`config.mk`:
```
export PLATFORM = sky130hd
export DESIGN_NAME = computie_bus_target_ctrl
export DESIGN_NICKNAME = d
export VERILOG_FILES = /design/src/rtl/computie_bus_pkg.sv /design/src/rtl/computie_bus_window_decode.sv /design/src/rtl/computie_bus_target_ctrl.sv
export SDC_FILE = /design/constraint.sdc
export NUM_CORES = 1
export LEC_CHECK = 0
export ABC_AREA = 1
export BUFFER_PORTS_ARGS = -buffer_cell sky130_fd_sc_hd__buf_4
export CAP_MARGIN = 20
export CORE_AREA = 2 2 121 123
export DETAILED_ROUTE_END_ITERATION = 12
export DIE_AREA = 0 0 123 125
export PLACE_DENSITY = 0.81
export RECOVER_POWER = 50
export SETUP_SLACK_MARGIN = 0.02
export SYNTH_ARGS = -nofsm -noshare
export SYNTH_HDL_FRONTEND = slang
export SYNTH_SLANG_ARGS = --single-unit
export TNS_END_PERCENT = 20
```
`constraint.sdc`:
```
create_clock -name clk -period 13.6 [get_ports clk]
set_input_delay 4.08 -clock clk [delete_from_list [all_inputs] [get_ports clk]]
set_output_delay 4.08 -clock clk [all_outputs]
set_load 0.05 [all_outputs]
```
`src/rtl/computie_bus_pkg.sv`:
```
// Shared types and constants for the Computie bus target controller.
// Optional feature macro used by the controller: COMPUTIE_BUS_TIMEOUT_EN.
package computie_bus_pkg;

  typedef enum logic [2:0] {
    ST_IDLE   = 3'd0,
    ST_ADDR   = 3'd1,
    ST_DATA   = 3'd2,
    ST_REQ    = 3'd3,
    ST_ACK    = 3'd4,
    ST_ERR    = 3'd5,
    ST_IGNORE = 3'd6
  } state_e;

  localparam logic STROBE_ACTIVE = 1'b0;
  localparam logic RW_READ       = 1'b1;

endpackage

```
`src/rtl/computie_bus_window_decode.sv`:
```
// Combinational address-window decoder; the lowest-index matching window wins
// and is reported one-hot.
module computie_bus_window_decode #(
  parameter int BITWIDTH    = 32,
  parameter int NUM_WINDOWS = 2
) (
  input  logic [BITWIDTH-1:0]             addr_i,
  input  logic [NUM_WINDOWS*BITWIDTH-1:0] base_i,
  input  logic [NUM_WINDOWS*BITWIDTH-1:0] mask_i,
  output logic [NUM_WINDOWS-1:0]          sel_o,
  output logic                            hit_o
);

  always_comb begin
    sel_o = '0;
    hit_o = 1'b0;
    // Walk from the top down so the lowest matching index is written last.
    for (int i = NUM_WINDOWS - 1; i >= 0; i--) begin
      if ((addr_i & mask_i[i*BITWIDTH +: BITWIDTH]) ==
          (base_i[i*BITWIDTH +: BITWIDTH] & mask_i[i*BITWIDTH +: BITWIDTH])) begin
        sel_o    = '0;
        sel_o[i] = 1'b1;
        hit_o    = 1'b1;
      end
    end
  end

endmodule

```
`src/rtl/computie_bus_target_ctrl.sv`:
```
// Bus target controller: decodes a strobed multiplexed bus cycle into a local
// request/response and acknowledges it. Define COMPUTIE_BUS_TIMEOUT_EN to error out stalled responses.
module computie_bus_target_ctrl
  import computie_bus_pkg::*;
#(
  parameter int  BITWIDTH       = 32,
  parameter int  NUM_WINDOWS    = 2,
  parameter int  TIMEOUT_CYCLES = 16,
  localparam int CNT_W          = $clog2(TIMEOUT_CYCLES + 1)
) (
  input  logic                            clk,
  input  logic                            reset,
  input  logic                            addr_strobe,
  input  logic                            data_strobe,
  input  logic                            read_write,
  input  logic [BITWIDTH-1:0]             from_bus,
  output logic [BITWIDTH-1:0]             to_bus,
  output logic                            demux_oe,
  output logic                            send_receive,
  output logic                            addr_oe,
  output logic                            data_oe,
  output logic                            data_dir,
  output logic                            data_ack,
  output logic                            bus_error,
  input  logic [NUM_WINDOWS*BITWIDTH-1:0] win_base,
  input  logic [NUM_WINDOWS*BITWIDTH-1:0] win_mask,
  output logic                            req_valid,
  output logic                            req_write,
  output logic [NUM_WINDOWS-1:0]          req_sel,
  output logic [BITWIDTH-1:0]             req_addr,
  output logic [BITWIDTH-1:0]             req_wdata,
  input  logic                            rsp_ready,
  input  logic [BITWIDTH-1:0]             rsp_rdata,
  output state_e                          dbg_state,
  output logic [CNT_W-1:0]                dbg_wait_cnt
);

  localparam logic [CNT_W-1:0] CNT_LAST = CNT_W'(TIMEOUT_CYCLES - 1);
  localparam logic [CNT_W-1:0] CNT_MAX  = CNT_W'(TIMEOUT_CYCLES);

  // Local handshake: req_valid stays high and req_* stay stable in REQ until the
  // first cycle rsp_ready=1 is sampled; rsp_ready is ignored in every other state.
  state_e                  state_q, state_d;
  logic                    as_q, ds_q, rw_q;
  logic [BITWIDTH-1:0]     bus_q;
  logic [BITWIDTH-1:0]     req_addr_q, req_wdata_q, to_bus_q;
  logic                    req_write_q;
  logic [NUM_WINDOWS-1:0]  req_sel_q, win_sel;
  logic                    win_hit;
  logic [CNT_W-1:0]        cnt_q, cnt_d;

  computie_bus_window_decode #(
    .BITWIDTH    (BITWIDTH),
    .NUM_WINDOWS (NUM_WINDOWS)
  ) u_decode (
    .addr_i (req_addr_q),
    .base_i (win_base),
    .mask_i (win_mask),
    .sel_o  (win_sel),
    .hit_o  (win_hit)
  );

  always_ff @(posedge clk or posedge reset) begin
    if (reset) begin
      state_q <= ST_IDLE;
    end else begin
      state_q <= state_d;
    end
  end

  always_comb begin
    state_d = state_q;
    if (state_q != ST_IDLE && as_q != STROBE_ACTIVE) begin
      state_d = ST_IDLE;
    end else begin
      case (state_q)
        ST_IDLE: if (as_q == STROBE_ACTIVE) state_d = ST_ADDR;
        ST_ADDR: state_d = win_hit ? ST_DATA : ST_IGNORE;
        ST_DATA: if (ds_q == STROBE_ACTIVE) state_d = ST_REQ;
        ST_REQ: begin
          if (rsp_ready) state_d = ST_ACK;
`ifdef COMPUTIE_BUS_TIMEOUT_EN
          else if (cnt_q == CNT_LAST) state_d = ST_ERR;
`endif
        end
        default: state_d = state_q;
      endcase
    end
  end

  always_comb begin
    addr_oe      = 1'b0;
    data_oe      = 1'b0;
    data_dir     = 1'b0;
    send_receive = 1'b0;
    demux_oe     = 1'b0;
    data_ack     = 1'b1;
    bus_error    = 1'b1;
    req_valid    = 1'b0;
    case (state_q)
      ST_IDLE, ST_ADDR: addr_oe = 1'b1;
      ST_DATA: begin
        data_oe  = 1'b1;
        data_dir = ~req_write_q;
      end
      ST_REQ: begin
        data_oe   = 1'b1;
        data_dir  = ~req_write_q;
        req_valid = 1'b1;
      end
      ST_ACK: begin
        data_oe      = 1'b1;
        data_dir     = ~req_write_q;
        data_ack     = 1'b0;
        send_receive = ~req_write_q;
        demux_oe     = ~req_write_q;
      end
`ifdef COMPUTIE_BUS_TIMEOUT_EN
      ST_ERR: bus_error = 1'b0;
`endif
      default: ;
    endcase
  end

  always_comb begin
    cnt_d = '0;
    if (state_q == ST_REQ) begin
      cnt_d = (cnt_q == CNT_MAX) ? cnt_q : cnt_q + 1'b1;
    end
  end

  always_ff @(posedge clk or posedge reset) begin
    if (reset) begin
      as_q        <= 1'b1;
      ds_q        <= 1'b1;
      rw_q        <= 1'b0;
      bus_q       <= '0;
      req_addr_q  <= '0;
      req_wdata_q <= '0;
      req_write_q <= 1'b0;
      req_sel_q   <= '0;
      to_bus_q    <= '0;
      cnt_q       <= '0;
    end else begin
      as_q  <= addr_strobe;
      ds_q  <= data_strobe;
      rw_q  <= read_write;
      bus_q <= from_bus;
      cnt_q <= cnt_d;
      if (state_q == ST_IDLE && state_d == ST_ADDR) begin
        req_addr_q  <= bus_q;
        req_write_q <= (rw_q != RW_READ);
      end
      if (state_q == ST_ADDR) begin
        req_sel_q <= win_sel;
      end
      if (state_q == ST_DATA && state_d == ST_REQ && req_write_q) begin
        req_wdata_q <= bus_q;
      end
      if (state_q == ST_REQ && state_d == ST_ACK && !req_write_q) begin
        to_bus_q <= rsp_rdata;
      end
    end
  end

  assign to_bus       = to_bus_q;
  assign req_write    = req_write_q;
  assign req_sel      = req_sel_q;
  assign req_addr     = req_addr_q;
  assign req_wdata    = req_wdata_q;
  assign dbg_state    = state_q;
  assign dbg_wait_cnt = cnt_q;

endmodule
```
==> metrics <==
outcome complete, but fails checks; violated checks capacitance limit, slew limit; DIE AREA 15380 um2; Placement Cell Area 9006 um2; post-CTS resize count 0; Slew Viols, Final ~150; CP Cell Sequence clkbuf_4 > clkinvlp_2 > buf_4; Pre-Repair DR Iteration Count 5; CP max stage delay 1.88 ns; via count roughly 6600; WP data arrival 7.04 ns; final antenna-violating net count 0; CTS root buf clkbuf_16; Post-CTS Hold Fix Bufs 0; final worst path period need 6.592 ns; clock slew seen by the registers of the worst setup and hold paths 0.06 ns; TritonCTS Buffers 17; CTS tree built; std cell rows 44; sequential share of the synthesized area 0.5428; most frequently used flop master after synthesis dfrtp_1; Reg area 3556 um2; first-pass GRT wire length 32240 um; ys async rst share 1.000; max cap viols 2; WL/cell ~16 um; worst skew pair latency 0.42 ns; Buffers on Ports 311; grt total ovfl 0; share of the synthesized area in the top cell type 0.5348; final core utilization 0.6653; Final Hold Viols 0; WP data required between 10 and 15 ns; fin crit share 0.4847; power density over the cells 218.0 nW/um2; Max VDD drop 0.0001284 V; Total Routed Length ~21000 um; GR Util All Layers 0.2810; CTS Buffer Depth 2; total power about 0.0021 W; multi-input logic area between 2000 and 2500 um2; #FFs+latches synth 142; setup TNS after final layout 0 ns; fillers 1270; CTS HTree Levels 4; Area contributors post-synth dfrtp_1 53%, nand2_1 17%, inv_1 7.1%; mapped cell area 6551 um2; share of cells above drive strength 1 0.2718; Routability Congestion 0.8858; worst setup path class primary input to asynchronous set/reset pin; post-synth top area cell dfrtp_1; crit path max fanout 79; Max Freq 151.7 MHz; EDFF count, synth 0; pin count of the biggest net entering global routing 80; final setup fails 0; slowest stage cell on the critical path clkinvlp_2; Initial DRC Count about 400; Post-Syn Area per Cell 7.912 um2; HPWL Detailed 16470 um; I/O Pins 313; vias per cell 4.977; Antenna Cells 0; commonest non-fill, non-tap cell in the layout nand2_1; Final Skew 0.008673 ns; post-CTS setup buffer count 0; Die H 125 um; commonest cells after routing, fill and taps aside 300 x nand2_1, 232 x buf_4, 140 x dfrtp_1, 124 x inv_1, 70 x nand3_1; Yosys warnings 0; pin slew with the least headroom to its limit 3.362 ns; nature of the critical path endpoint asynchronous set/reset pin; Slew HR -1.254; CTS Sinks about 140; P&R area growth vs syn 44.23%; core area 14200 um2; Net Count, Synth 1028; number of global-route vias before repair approximately 6200; final instance area 9449 um2; worst hold path class flip-flop to flip-flop; Gate Count Post-Synth 828; initial antenna violation count 1; Leakage Power 5.229 nW; DRC viols 0; RSZ-0062 raised after global routing no; NumNets Final about 1300; initial core utilization 0.4612; Synth cell types 31; Worst setup SP type primary input; Die X 123 um
## layer usage
layer	vias up	track usage	share of wire
li1	3203	-	-
met1	3121	0.3469	0.40
met2	270	0.4771	0.50
met3	33	0.07801	0.084
met4	2	0.08690	0.020
met5	-	0	0.00075
## worst max-delay path: cells and delay by family
family / cells / cell delay, ns
buf+inv: 3 / 2.89
## cell families after synthesis
logic type | synth area share
compound gates | 0.06264
xor+xnor | 0.001337
fa+ha+maj | 0.003819
buf+inv | 0.09511
flops | 0.5428
other cells | 0.0005724
simple gates | 0.2937
## final timing paths
| path | from | end | slack [ns] | cells after the start |
|---|---|---|---|---|
| max | reset | req_sel[0] | 7.01 | 3 |
| min | to_bus[26] | to_bus[26] | 0.47 | 2 |
| max reg2reg | dbg_state[2] | req_addr[13] | 10.47 | 4 |
| min reg2reg | to_bus[26] | to_bus[26] | 0.47 | 2 |
| max in group clk | win_base[2] | to_bus[22] | 7.54 | 13 |
| min in group asynchronous | reset | bus_q[25] | 4.64 | 2 |
## metrics by stage
step	hold WS (ns)	cells	setup slack, ns
after global placement	0.4209	1299	7.141
after detailed placement	0.4284	1299	7.123
after CTS	0.4599	1331	7.564
after global routing	0.4860	1332	6.380
after floorplan	0.4148	828	5.714
final	0.4743	1332	7.008
## registers in the layout, indices dropped and copies added, names as in the netlist
| name | flops |
|---|---|
| bus_q | 32 |
| req_addr | 32 |
| req_wdata | 32 |
| to_bus | 32 |
| dbg_wait_cnt | 5 |
| dbg_state | 3 |
| req_sel | 2 |
| as_q | 1 |
| ds_q | 1 |
| req_write | 1 |
| rw_q | 1 |
## synthesized netlist by cell type, types with 4 or more instances
cell / number
dfrtp_1: 140
nand3_2: 4
buf_2: 9
o21ai_1: 32
or2_1: 8
clkbuf_1: 10
nor2_1: 28
a21oi_1: 6
nand2_1: 300
inv_2: 4
inv_1: 124
nand3_1: 68
nand4_1: 33
o21ai_0: 37
## report_power, final
part,switching (W),internal (W),total [W]
Sequential,0.000125,0.000530,0.000655
Clock,0.000190,0.000291,0.000481
Combinational,0.000671,0.000253,0.000924
Total,0.000985,0.00107,0.00206
## final cells by class
| cell class | instances | area share |
|---|---|---|
| clock buffer | 17 | 0.04502 |
| clock inverter | 15 | 0.01986 |
| inverter | 128 | 0.05098 |
| multi-input combinational | 531 | 0.2496 |
| sequential | 142 | 0.3763 |
| tap | 184 | 0.02436 |
| timing repair buffer | 315 | 0.2338 |
Note: power is estimated with default switching activity, not from simulation.
